$ cat config.mk
export PLATFORM = sky130hd
export DESIGN_NAME = fetch_sequencer
export DESIGN_NICKNAME = d
export VERILOG_FILES = /design/src/rtl/fetch_pkg.sv /design/src/rtl/fetch_sequencer.sv
export SDC_FILE = /design/constraint.sdc
export NUM_CORES = 1
export LEC_CHECK = 0
export CORE_MARGIN = 3
export CORE_UTILIZATION = 39
export CTS_CLUSTER_SIZE = 14
export DETAILED_ROUTE_END_ITERATION = 8
export GPL_TIMING_DRIVEN = 0
export PLACE_DENSITY = 0.76
export SKIP_CTS_REPAIR_TIMING = 1
export SYNTH_ARGS = -nofsm -noshare
export SYNTH_HDL_FRONTEND = slang
export SYNTH_SLANG_ARGS = --single-unit
$ cat constraint.sdc
create_clock -name CLK -period 2.7 [get_ports CLK]
set_clock_uncertainty 0.2 [all_clocks]
set_input_delay 0.27 -clock CLK [delete_from_list [all_inputs] [get_ports CLK]]
set_output_delay 0.27 -clock CLK [all_outputs]
set_load 0.02 [all_outputs]
$ cat src/rtl/fetch_pkg.sv
// Shared definitions for the instruction fetch sequencer.
package fetch_pkg;

    // Sequencer states: reset hold, PC load, steady-state fetch, redirect drain
    typedef enum logic [1:0] {
        BOOT  = 2'd0,
        LOAD  = 2'd1,
        FETCH = 2'd2,
        DRAIN = 2'd3
    } fetch_state_t;

    localparam int          INSTR_BYTES          = 4;
    localparam logic [31:0] BOOT_ADDRESS_DEFAULT = 32'h0000_0000;

endpackage

$ cat src/rtl/fetch_sequencer.sv
// Fetch-stage controller: sequences PC updates, stalls and clears for the
// fetch PC register, and runs the request/ready handshake to instruction
// memory while arbitrating branch redirects against hazard stalls.
module fetch_sequencer
    import fetch_pkg::*;
#(
    parameter logic [31:0] BOOT_ADDRESS = BOOT_ADDRESS_DEFAULT,
    parameter logic        HIGH         = 1'b1,
    parameter logic        LOW          = 1'b0
) (
    input  logic        CLK,
    input  logic        RST,
    input  logic [31:0] PC_CURRENT,
    input  logic        BRANCH_TAKEN,
    input  logic [31:0] BRANCH_TARGET,
    input  logic        HAZARD_STALL,
    output logic        IMEM_REQ,
    output logic [31:0] IMEM_ADDR,
    input  logic        IMEM_READY,
    output logic [31:0] PC_NEXT,
    output logic        STALL_FETCH,
    output logic        CLEAR_FETCH,
    output logic        INSTR_VALID
);

    fetch_state_t state;
    fetch_state_t state_nxt;
    logic [31:0]  redirect;
    logic [31:0]  redirect_nxt;
    logic [31:0]  target_aligned;
    logic [31:0]  pc_inc;

    // Branch targets are word-aligned; sequential PC wraps modulo 2^32
    assign target_aligned = BRANCH_TARGET & ~32'h0000_0003;
    assign pc_inc         = PC_CURRENT + 32'(INSTR_BYTES);

    // State and pending-redirect registers; reset aborts any open request
    always_ff @(posedge CLK or posedge RST) begin
        if (RST) begin
            state    <= BOOT;
            redirect <= '0;
        end else begin
            state    <= state_nxt;
            redirect <= redirect_nxt;
        end
    end

    // Next-state and output decode; memory address always tracks the
    // fetch PC, which is frozen whenever a request is waiting on READY
    always_comb begin
        state_nxt    = state;
        redirect_nxt = redirect;
        IMEM_REQ     = LOW;
        IMEM_ADDR    = PC_CURRENT;
        PC_NEXT      = BOOT_ADDRESS;
        STALL_FETCH  = HIGH;
        CLEAR_FETCH  = LOW;
        INSTR_VALID  = LOW;

        case (state)
            BOOT: begin
                CLEAR_FETCH = HIGH;
                state_nxt   = LOAD;
            end

            LOAD: begin
                STALL_FETCH = LOW;
                state_nxt   = FETCH;
            end

            FETCH: begin
                IMEM_REQ = HIGH;
                PC_NEXT  = PC_CURRENT;
                if (BRANCH_TAKEN && IMEM_READY) begin
                    // Squash the returning word and redirect at once
                    PC_NEXT     = target_aligned;
                    STALL_FETCH = LOW;
                end else if (BRANCH_TAKEN) begin
                    // Outstanding request must complete before redirecting
                    redirect_nxt = target_aligned;
                    state_nxt    = DRAIN;
                end else if (HAZARD_STALL) begin
                    // Hold PC; any READY this cycle is dropped and refetched
                    STALL_FETCH = HIGH;
                end else if (IMEM_READY) begin
                    INSTR_VALID = HIGH;
                    PC_NEXT     = pc_inc;
                    STALL_FETCH = LOW;
                end
            end

            DRAIN: begin
                IMEM_REQ = HIGH;
                PC_NEXT  = PC_CURRENT;
                if (BRANCH_TAKEN) begin
                    redirect_nxt = target_aligned;
                end
                if (IMEM_READY) begin
                    PC_NEXT     = BRANCH_TAKEN ? target_aligned : redirect;
                    STALL_FETCH = LOW;
                    state_nxt   = FETCH;
                end
            end

            default: begin
                state_nxt = BOOT;
            end
        endcase
    end

endmodule
==> results of run 1 <==
## Yosys cell counts, types with 3 or more instances
cell | n | area, um^2
sky130_fd_sc_hd__nor2_1 | 23 | 86.33
sky130_fd_sc_hd__a222oi_1 | 12 | 120.1
sky130_fd_sc_hd__xnor2_1 | 15 | 131.4
sky130_fd_sc_hd__nand2b_1 | 3 | 18.77
sky130_fd_sc_hd__nand3_1 | 13 | 65.06
sky130_fd_sc_hd__inv_1 | 6 | 22.52
sky130_fd_sc_hd__mux2i_1 | 5 | 50.05
sky130_fd_sc_hd__nor4_1 | 6 | 37.54
sky130_fd_sc_hd__nand2_1 | 30 | 112.6
sky130_fd_sc_hd__and3_1 | 5 | 31.28
sky130_fd_sc_hd__mux2_2 | 29 | 326.6
sky130_fd_sc_hd__dfrtp_1 | 34 | 850.8
sky130_fd_sc_hd__nor2b_1 | 4 | 25.02
sky130_fd_sc_hd__nor3_1 | 4 | 20.02
sky130_fd_sc_hd__buf_4 | 33 | 247.7
sky130_fd_sc_hd__o21ai_1 | 6 | 30.03
sky130_fd_sc_hd__a21oi_1 | 19 | 95.09
sky130_fd_sc_hd__xor2_1 | 6 | 52.55
sky130_fd_sc_hd__o21ai_0 | 30 | 150.1
sky130_fd_sc_hd__and2_1 | 4 | 25.02
sky130_fd_sc_hd__a32o_1 | 5 | 50.05
sky130_fd_sc_hd__clkbuf_1 | 20 | 75.07
sky130_fd_sc_hd__nand4_1 | 8 | 50.05
sky130_fd_sc_hd__o221ai_1 | 3 | 26.28
sky130_fd_sc_hd__a22oi_1 | 9 | 67.56
## critical path, stage by stage
cell and delay [ns]:
sky130_fd_sc_hd__buf_8 0.11, sky130_fd_sc_hd__or3b_1 0.38, sky130_fd_sc_hd__buf_6 0.15, sky130_fd_sc_hd__or4_4 0.48
sky130_fd_sc_hd__nor3_4 0.24, sky130_fd_sc_hd__mux2_4 0.33, sky130_fd_sc_hd__o21ai_4 0.14, sky130_fd_sc_hd__buf_6 0.13
## cell type report
cell class                      count  area [um^2]  area share
Multi-Input combinational cell    265         1978      0.3966
Timing Repair Buffer              152         1543      0.3093
Sequential cell                    34        850.8      0.1706
Buffer                             55        370.4     0.07426
Tap cell                           99        123.9     0.02484
Clock buffer                        6        82.58     0.01656
Inverter                            7        26.28    0.005268
Clock inverter                      2        12.51    0.002509
## flip-flops by register name, indices dropped and copies added (netlist names)
name and count:
redirect 32, state 2
## path summary, 6_finish.rpt
path                                          from                  endpoint  slack, ns  depth (start not counted)
max                                   BRANCH_TAKEN               PC_NEXT[31]      -0.01                          8
min                                     IMEM_READY      state[0]$_DFFE_PP0P_       0.11                          4
max reg2reg                   state[0]$_DFFE_PP0P_  redirect[15]$_DFFE_PP0P_       0.33                          4
min reg2reg                redirect[2]$_DFFE_PP0P_   redirect[2]$_DFFE_PP0P_       0.29                          2
max in group asynchronous                      RST  redirect[12]$_DFFE_PP0P_       1.57                          3
min in group asynchronous                      RST   redirect[5]$_DFFE_PP0P_       0.19                          2
## metal layers
metal	up-vias	track usage
met4	2	0.06258
met5	-	0
met1	1707	0.3302
met3	15	0.05259
li1	1626	-
met2	163	0.4072
## cell families after synthesis
| logic type | after synthesis |
|---|---|
| AOI/OAI and AO/OA | 92 |
| xor gates and xnor gates | 21 |
| DFF | 34 |
| and+or+nand+nor | 116 |
| buffers and inverters | 64 |
| muxes | 35 |
| adders and majority gates | 1 |
## power groups by stage
| stage | clock network (mW) | registers [mW] | logic [mW] |
|---|---|---|---|
| finish | 0.416 | 0.610 | 0.768 |
| global route | 0.438 | 0.617 | 0.822 |
| CTS | 0.421 | 0.609 | 0.762 |
| detailed placement | 0 | 0.619 | 0.758 |
| global placement | 0 | 0.614 | 0.743 |
| floorplan | 0 | 0.609 | 0.395 |
## through the flow
stage | cells | power [mW] | setup TNS [ns] | cell area, um^2 | utilization
finish | 620 | 1.794 | -0.009746 | 4987 | 0.6732
global route | 620 | 1.877 | -0.1329 | 4987 | 0.6732
CTS | 603 | 1.792 | -34.14 | 4634 | 0.6256
detailed placement | 595 | 1.378 | -31.69 | 4539 | 0.6127
global placement | 594 | 1.357 | -32.28 | 4512 | 0.6090
floorplan | 363 | 1.004 | 0 | 3067 | -
==> metrics.yaml, run 1 <==
yosys:
  post_synth_inst_count: 363
  synth-simple-area-share: 0.2083
  yosys-mux-area-fraction: 0.1274
  synthAdderAreaFrac: 0.004108
  xor_xnor_cell_area_share_of_the_yosys_netlist: 0.06039
  async_reset_ff_frac: 1.000
  synthesis.area_mm2: 0.003045
  ys.warnings.count: 0
  synth-seq-cells: 34
  avgSynthCellArea_um2: 8.390
  synth_fp_nets: 433
  synth_top_family_by_area: "simple AND/OR/NAND/NOR gates"
  synth.distinct_cells: 50
  synth-main-ff-cell: "sky130_fd_sc_hd__dfrtp_1"
  synth_sequential_area_ratio: 0.2794
  synth_compound_area_frac: 0.1980
  synth_enable_flop_cells: 0
timing:
  rsz_0062_raised_after_global_routing: "yes"
  fin_crit_ns: 2.710
  final-max-slew-violation-count: 0
  relSlewSlack: 0.5209
  final-setup-viol-count: 1
  tightest_slew_ns: 0.7178
  post-route-period-util: 1.004
  final_setup_slack_of_the_worst_path_ns: -0.009746
  max_clock_freq_mhz: 369.0
  worst_hold_slack_ns: 0.1060
  final_hold_violations: 0
final_layout:
  mostFrequentLayoutCells: "79 x sky130_fd_sc_hd__clkdlybuf4s50_1, 56 x sky130_fd_sc_hd__buf_4, 34 x sky130_fd_sc_hd__dfrtp_1"
  finalNetCount: 590
  filler_cell_count: 638
  layout-area-overhead-vs-synth_pct: 63.76
  diodes: 0
  layout-drive-gt1-share: 0.2937
  layout_commonest_cell: "sky130_fd_sc_hd__clkdlybuf4s50_1"
die:
  initial_core_util: 0.4111
  die_y_um: 94.37
  coreArea_mm2: 0.007408
  num_rows: 31
  floorplan.die.width_um: 94.37
  io_pins: 137
  floorplan_die_area_mm2: 0.008905
grt:
  via_count_of_the_first_global_routing_pass: 3298
  pin_count_of_the_biggest_net_entering_global_routing: 21
  grt_overflow_total: 0
  wire_length_of_the_first_global_routing_pass_mm: 17.22
  grtUsageTotal: 0.2470
  grt_antenna_before_repair: 1
clock_tree:
  cts-root-to-sink-buffers: 2
  cts.sinks: 34
  clock-root-buffer: "sky130_fd_sc_hd__clkbuf_8"
  clk_slew_on_worst_s_h_paths_ns: 0.07
  htree_num_levels: 2
  clk_lat_worst_skew_ns: 0.29
  cts_inserted_buffers: 5
  tritoncts: "done"
setup_path:
  arrival_ns: 2.24
  highest_net_fanout_along_the_worst_path: 6
  endpoint_kind: "primary output"
  crit_path_launch_type: "primary input"
  worst-endpoint-required_ns: 2.23
  critPathKind: "in -> out"
power_and_ir_drop:
  worst_case_vdd_ir_drop_uv: 256.5
  power.combinational.fraction: 0.428
  internal_power_mw: 1.164
  p_switching_uw: 630.4
  power_leakage_nw: 2.316
  powerDensity_mw_per_mm2: 359.8
  switching_share: 0.3513
  clock_power_share: 0.232
  sequentialPowerShare: 0.340
detailed_routing:
  met2_length_mm: 5.747
  viasPerCell: 5.666
  drt_iter0_drc: 254
  maxUsedRoutingLayer: "met5"
  routedWlPerCell_um: 18.50
  wirelength_mm: 11.47
  drc_errors: 0
  vias_after_detailed_routing: 3513
  wl_met3_um: 887
  drt_pass1_iterations: 6
  wl_met1_mm: 4.687
  detail-route-antenna-nets: 0
flow_run:
  max_cap_viol_count: 0
run_status:
  run_status: "finished, violations left"
  violations_in_the_final_reports: "negative setup slack"
placed_design:
  hpwlAfterDp_mm: 8.470
  gp_routability_congestion: 0.8938
  pre_cts_slack_ns: -1.520
  input_output_buffers: 132
hold_path:
  hold_path.class: "in -> reg"
Note: power is estimated with default switching activity, not from simulation.
==> run 2, diff against run 1 <==
--- a/config.mk
+++ b/config.mk
@@ -11,7 +11,6 @@
 export DETAILED_ROUTE_END_ITERATION = 8
 export GPL_TIMING_DRIVEN = 0
 export PLACE_DENSITY = 0.76
-export SKIP_CTS_REPAIR_TIMING = 1
 export SYNTH_ARGS = -nofsm -noshare
 export SYNTH_HDL_FRONTEND = slang
 export SYNTH_SLANG_ARGS = --single-unit
==> run 2 against run 1 <==
The flow still finishes with violations (negative setup slack); sequential share of layout area grew 0.53 points; critical path type unchanged; final area shrank 3.0%; highest routed layer is now met4; final cell count shrank 0.81%; largest cell class unchanged; power shrank 1.8%; combinational power shrank 3.5%; die area is the same; sequential cell count is the same; routed wire length shrank 0.36%; critical path depth is the same; fmax shrank 0.69%.
==> metrics.yaml, run 2 (synthesis gave the netlist of run 1 again) <==
run_status:
  run_status: "finished, violations left"
  violations_in_the_final_reports: "negative setup slack"
die:
  num_rows: 31
  initial_core_util: 0.4111
  floorplan_die_area_mm2: 0.008905
  coreArea_mm2: 0.007408
  floorplan.die.width_um: 94.37
  die_y_um: 94.37
  io_pins: 137
timing:
  post-route-period-util: 1.011
  fin_crit_ns: 2.728
  rsz_0062_raised_after_global_routing: "yes"
  worst_hold_slack_ns: 0.1119
  final_setup_slack_of_the_worst_path_ns: -0.02848
  final-max-slew-violation-count: 0
  tightest_slew_ns: 0.7177
  final-setup-viol-count: 2
  final_hold_violations: 0
  max_clock_freq_mhz: 366.5
  relSlewSlack: 0.5210
setup_path:
  arrival_ns: 2.26
  worst-endpoint-required_ns: 2.23
  crit_path_launch_type: "primary input"
  endpoint_kind: "primary output"
  cp-startpoint: "BRANCH_TAKEN"
  reg2reg_from: "state[0]$_DFFE_PP0P_"
  critPathKind: "in -> out"
  highest_net_fanout_along_the_worst_path: 3
final_layout:
  layout_commonest_cell: "sky130_fd_sc_hd__clkdlybuf4s50_1"
  finalNetCount: 585
  final_cell_count_no_fill: 615
  layout-area-overhead-vs-synth_pct: 58.79
  final_cell_area_mm2: 0.004836
  largest_register_ffs: 32
  filler_cell_count: 665
  mostFrequentLayoutCells: "78 x sky130_fd_sc_hd__clkdlybuf4s50_1, 49 x sky130_fd_sc_hd__buf_4, 34 x sky130_fd_sc_hd__dfrtp_1"
  diodes: 0
  largestRegisters: "redirect (32), state (2)"
  layout-drive-gt1-share: 0.2984
  max_flop_register: "redirect"
clock_tree:
  cts_inserted_buffers: 5
  cts.hold.buffers_added: 0
  clk_slew_on_worst_s_h_paths_ns: 0.07
  htree_num_levels: 2
  tritoncts: "done"
  clk_lat_worst_skew_ns: 0.29
  cts.sinks: 34
  cts-root-to-sink-buffers: 2
  clock-root-buffer: "sky130_fd_sc_hd__clkbuf_8"
detailed_routing:
  wirelength_mm: 11.43
  drt_iter0_drc: 219
  drc_errors: 0
  routedWlPerCell_um: 18.59
  detail-route-antenna-nets: 0
  drt_pass1_iterations: 6
  vias_after_detailed_routing: 3449
  viasPerCell: 5.608
grt:
  pin_count_of_the_biggest_net_entering_global_routing: 21
  grt_overflow_total: 0
  grt_antenna_before_repair: 0
  wire_length_of_the_first_global_routing_pass_mm: 17.97
  grtUsageTotal: 0.2578
  via_count_of_the_first_global_routing_pass: 3445
power_and_ir_drop:
  power_leakage_nw: 2.056
  powerDensity_mw_per_mm2: 364.5
  report.power.total_mw: 1.762
  worst_case_vdd_ir_drop_uv: 225.6
placed_design:
  input_output_buffers: 132
  gp_routability_congestion: 0.8938
  pre_cts_slack_ns: -1.520
  place_area_mm2: 0.004539
  hpwlAfterDp_mm: 8.470
  placedCellCount: 595
flow_run:
  max_cap_viol_count: 0
hold_path:
  hp-start: "IMEM_READY"
  hold_path.class: "in -> reg"
## run 2: through the flow
stage | utilization | setup TNS [ns]
after global routing | 0.6528 | -0.1824
after global placement | 0.6090 | -32.28
after detailed placement | 0.6127 | -31.69
after CTS | 0.6499 | -0.09949
final | 0.6528 | -0.03235
after floorplan | - | 0
## run 2: power by group
group	internal (mW)	switching, mW
clock	0.205	0.206
sequential	0.577	0.0334
combinational	0.354	0.386
total	1.14	0.626
## run 2: routing by layer
metal  vias to the layer above  part of all wire  track usage
met5                         -                 0            0
met3                        19             0.082      0.05100
met1                      1648              0.41       0.3401
met4                         0             0.017      0.07341
met2                       163              0.50       0.4291
li1                       1619                 -            -
## run 2: critical path, cell delays in order
cell and delay (ns):
sky130_fd_sc_hd__buf_8 0.10, sky130_fd_sc_hd__buf_4 0.14, sky130_fd_sc_hd__or4bb_4 0.53, sky130_fd_sc_hd__or4_4 0.45, sky130_fd_sc_hd__nor4_4 0.33, sky130_fd_sc_hd__xnor2_1 0.12
sky130_fd_sc_hd__o21ai_1 0.15, sky130_fd_sc_hd__buf_4 0.16
## run 2: final timing paths
path / end / slack, ns / depth (start not counted)
worst max-delay path: PC_NEXT[28] / -0.03 / 8
worst min-delay path: state[0]$_DFFE_PP0P_ / 0.11 / 4
worst max register to register: redirect[27]$_DFFE_PP0P_ / 0.33 / 4
worst min register to register: redirect[2]$_DFFE_PP0P_ / 0.29 / 2
max in group asynchronous: redirect[12]$_DFFE_PP0P_ / 1.56 / 3
min in group asynchronous: redirect[5]$_DFFE_PP0P_ / 0.19 / 2
## run 2: what timing repair did
item / in CTS / in global routing
setup endpoints to repair: 33 / 19
setup buffers: 11 / 3
gates resized for setup: 173 / 33
pin swaps: 8 / 7
## run 2: final cells by class
type | instances | area [um^2] | share of cell area
clock buffer | 6 | 82.58 | 0.01708
clock inverter | 2 | 12.51 | 0.002587
buffer | 55 | 370.4 | 0.07658
inverter | 7 | 26.28 | 0.005433
tap | 99 | 123.9 | 0.02561
timing repair buffer | 147 | 1375 | 0.2843
multi-input combinational | 265 | 1994 | 0.4124
sequential | 34 | 850.8 | 0.1759
==> run 3, diff against run 2 <==
--- a/config.mk
+++ b/config.mk
@@ -5,6 +5,7 @@
 export SDC_FILE = /design/constraint.sdc
 export NUM_CORES = 1
 export LEC_CHECK = 0
+export CAP_MARGIN = 30
 export CORE_MARGIN = 3
 export CORE_UTILIZATION = 39
 export CTS_CLUSTER_SIZE = 14
==> run 3 against run 2 <==
Count of clock-buffer cells in the layout unchanged; setup slack better by 0.069 ns; final area down 0.80%; die area did not move; first-iteration DRC count is 47% higher; highest routed layer unchanged; routed wire length fell by 1.1%; largest power group unchanged; sequential power about the same; non-clock buffer count down 5; the run now ends clean; clock power increased by 3%; utilization decreased by 0.52 points.
==> metrics.yaml, run 3 (synthesis gave the netlist of run 1 again) <==
setup_path:
  cp_cell_sequence: "buf_8 -> or3b_1 -> buf_6 -> or4_4 -> nor3_4 -> mux2_4 -> o21ai_4 -> buf_6"
  crit_path_launch_type: "primary input"
  worst-endpoint-required_ns: 2.23
  library_cell_appearing_most_often_on_the_critical_path: "sky130_fd_sc_hd__buf_6"
  setup.reg_to_reg.worst_slack_ns: 0.31
  arrival_ns: 2.19
  timing.critical_path.slowest_stage_cell: "sky130_fd_sc_hd__or4_4"
  crit_family: "simple AND/OR/NAND/NOR gates"
  critPathKind: "in -> out"
  crit_path_max_incr_delay_ns: 0.50
  highest_net_fanout_along_the_worst_path: 6
  endpoint_kind: "primary output"
  critPathBufInv: 3
hold_path:
  hold_path.class: "in -> reg"
final_layout:
  layout-area-overhead-vs-synth_pct: 57.52
  filler_cell_count: 665
  mostFrequentLayoutCells: "78 x sky130_fd_sc_hd__clkdlybuf4s50_1, 44 x sky130_fd_sc_hd__buf_4, 34 x sky130_fd_sc_hd__dfrtp_1"
  layout-drive-gt1-share: 0.2916
  fin_util: 0.6475
  max_flop_register: "redirect"
  diodes: 0
  layout_commonest_cell: "sky130_fd_sc_hd__clkdlybuf4s50_1"
  largest_register_ffs: 32
  largestRegisters: "redirect (32), state (2)"
  finalNetCount: 580
timing:
  final_hold_violations: 0
  relSlewSlack: 0.5062
  final-setup-viol-count: 0
  max_clock_freq_mhz: 376.1
  tightest_slew_ns: 0.7398
  rsz_0062_raised_after_global_routing: "yes"
  fin_crit_ns: 2.659
  final_setup_slack_of_the_worst_path_ns: 0.04085
  final-max-slew-violation-count: 0
  post-route-period-util: 0.9849
  worst_hold_slack_ns: 0.1007
detailed_routing:
  vias_after_detailed_routing: 3456
  viasPerCell: 5.666
  wirelength_mm: 11.30
  drt_iter0_drc: 322
  detail-route-antenna-nets: 0
  drc_errors: 0
  routedWlPerCell_um: 18.53
  drt_pass1_iterations: 6
power_and_ir_drop:
  switching_share: 0.3587
  power.combinational.fraction: 0.418
  power_leakage_nw: 2.036
  sequentialPowerShare: 0.343
  internal_power_mw: 1.140
  worst_case_vdd_ir_drop_uv: 208.7
  powerDensity_mw_per_mm2: 370.4
  p_switching_uw: 637.5
  clock_power_share: 0.239
clock_tree:
  clock-root-buffer: "sky130_fd_sc_hd__clkbuf_8"
  cts_inserted_buffers: 5
  htree_num_levels: 2
  tritoncts: "done"
  clk_lat_worst_skew_ns: 0.30
  cts.hold.buffers_added: 0
  cts.sinks: 34
  clk_slew_on_worst_s_h_paths_ns: 0.08
  cts-root-to-sink-buffers: 2
die:
  die_y_um: 94.37
  floorplan.die.width_um: 94.37
  initial_core_util: 0.4111
  io_pins: 137
  floorplan_die_area_mm2: 0.008905
  coreArea_mm2: 0.007408
  num_rows: 31
flow_run:
  max_cap_viol_count: 0
placed_design:
  hpwlAfterDp_mm: 8.452
  pre_cts_slack_ns: -1.512
  gp_routability_congestion: 0.8938
  input_output_buffers: 132
grt:
  grtUsageTotal: 0.2484
  via_count_of_the_first_global_routing_pass: 3361
  grt_overflow_total: 0
  grt_antenna_before_repair: 0
  pin_count_of_the_biggest_net_entering_global_routing: 21
  wire_length_of_the_first_global_routing_pass_mm: 17.27
run_status:
  run_status: "completed"
## run 3: cell types whose count changed in the layout (fill, tap and decap cells not counted), sizes merged
cell / delta
buf: -10
clkdlybuf4s15: +5
dlygate4sd2: -4
clkbuf: +3
dlymetal6s2s: +1
## run 3: worst paths after layout
kind                                              start                        to  cells after the start
worst min register to register  redirect[2]$_DFFE_PP0P_   redirect[2]$_DFFE_PP0P_                      2
worst min-delay path                         IMEM_READY      state[0]$_DFFE_PP0P_                      4
worst max register to register     state[0]$_DFFE_PP0P_  redirect[25]$_DFFE_PP0P_                      4
min in group asynchronous                           RST   redirect[5]$_DFFE_PP0P_                      2
max in group asynchronous                           RST  redirect[12]$_DFFE_PP0P_                      3
worst max-delay path                       BRANCH_TAKEN               PC_NEXT[31]                      8
## run 3: final cells by class
cell class / instances / area (um^2) / share of cell area
clock buffers: 6 / 82.58 / 0.01721
well taps: 99 / 123.9 / 0.02582
flip-flops and latches: 34 / 850.8 / 0.1774
multi-input cells: 265 / 1987 / 0.4142
repair buffers: 142 / 1343 / 0.2799
inverters: 7 / 26.28 / 0.005477
plain buffers: 55 / 371.6 / 0.07746
clock inverters: 2 / 12.51 / 0.002608
## run 3: tightest hold or removal path, cell delays in order
cell and delay [ns]:
sky130_fd_sc_hd__buf_6 0.11, sky130_fd_sc_hd__nor2b_2 0.06, sky130_fd_sc_hd__o21ai_0 0.07, sky130_fd_sc_hd__nand2_1 0.05
## run 3: power by group through the flow
stage	combinational, mW	sequential, mW	clock [mW]
after CTS	0.745	0.609	0.426
after detailed placement	0.758	0.619	0
after global placement	0.743	0.614	0
final	0.743	0.610	0.424
after floorplan	0.395	0.609	0
after global routing	0.795	0.618	0.439
## run 3: routing by layer
metal | wire length (um) | global-route usage | part of all wire
met1 | 4531 | 0.3233 | 0.40
met2 | 5539 | 0.4125 | 0.49
met3 | 1005 | 0.04701 | 0.089
met4 | 225 | 0.08664 | 0.020
met5 | 0 | 0 | 0
## run 3: repair_timing
| item | in CTS | in global routing |
|---|---|---|
| buffers inserted | 7 | 1 |
| gates cloned | 0 | 0 |
| setup endpoints to repair | 33 | 24 |
| resized for setup | 162 | 42 |
| pin swaps | 12 | 6 |
## run 3: per-stage QoR
step	total power [mW]	cells	setup TNS, ns	cell area, um^2
after CTS	1.779	609	-0.09795	4792
after global placement	1.357	594	-32.28	4512
after floorplan	1.004	363	0	3067
after detailed placement	1.378	596	-29.67	4544
final	1.777	610	0	4797
after global routing	1.852	610	-0.03667	4797
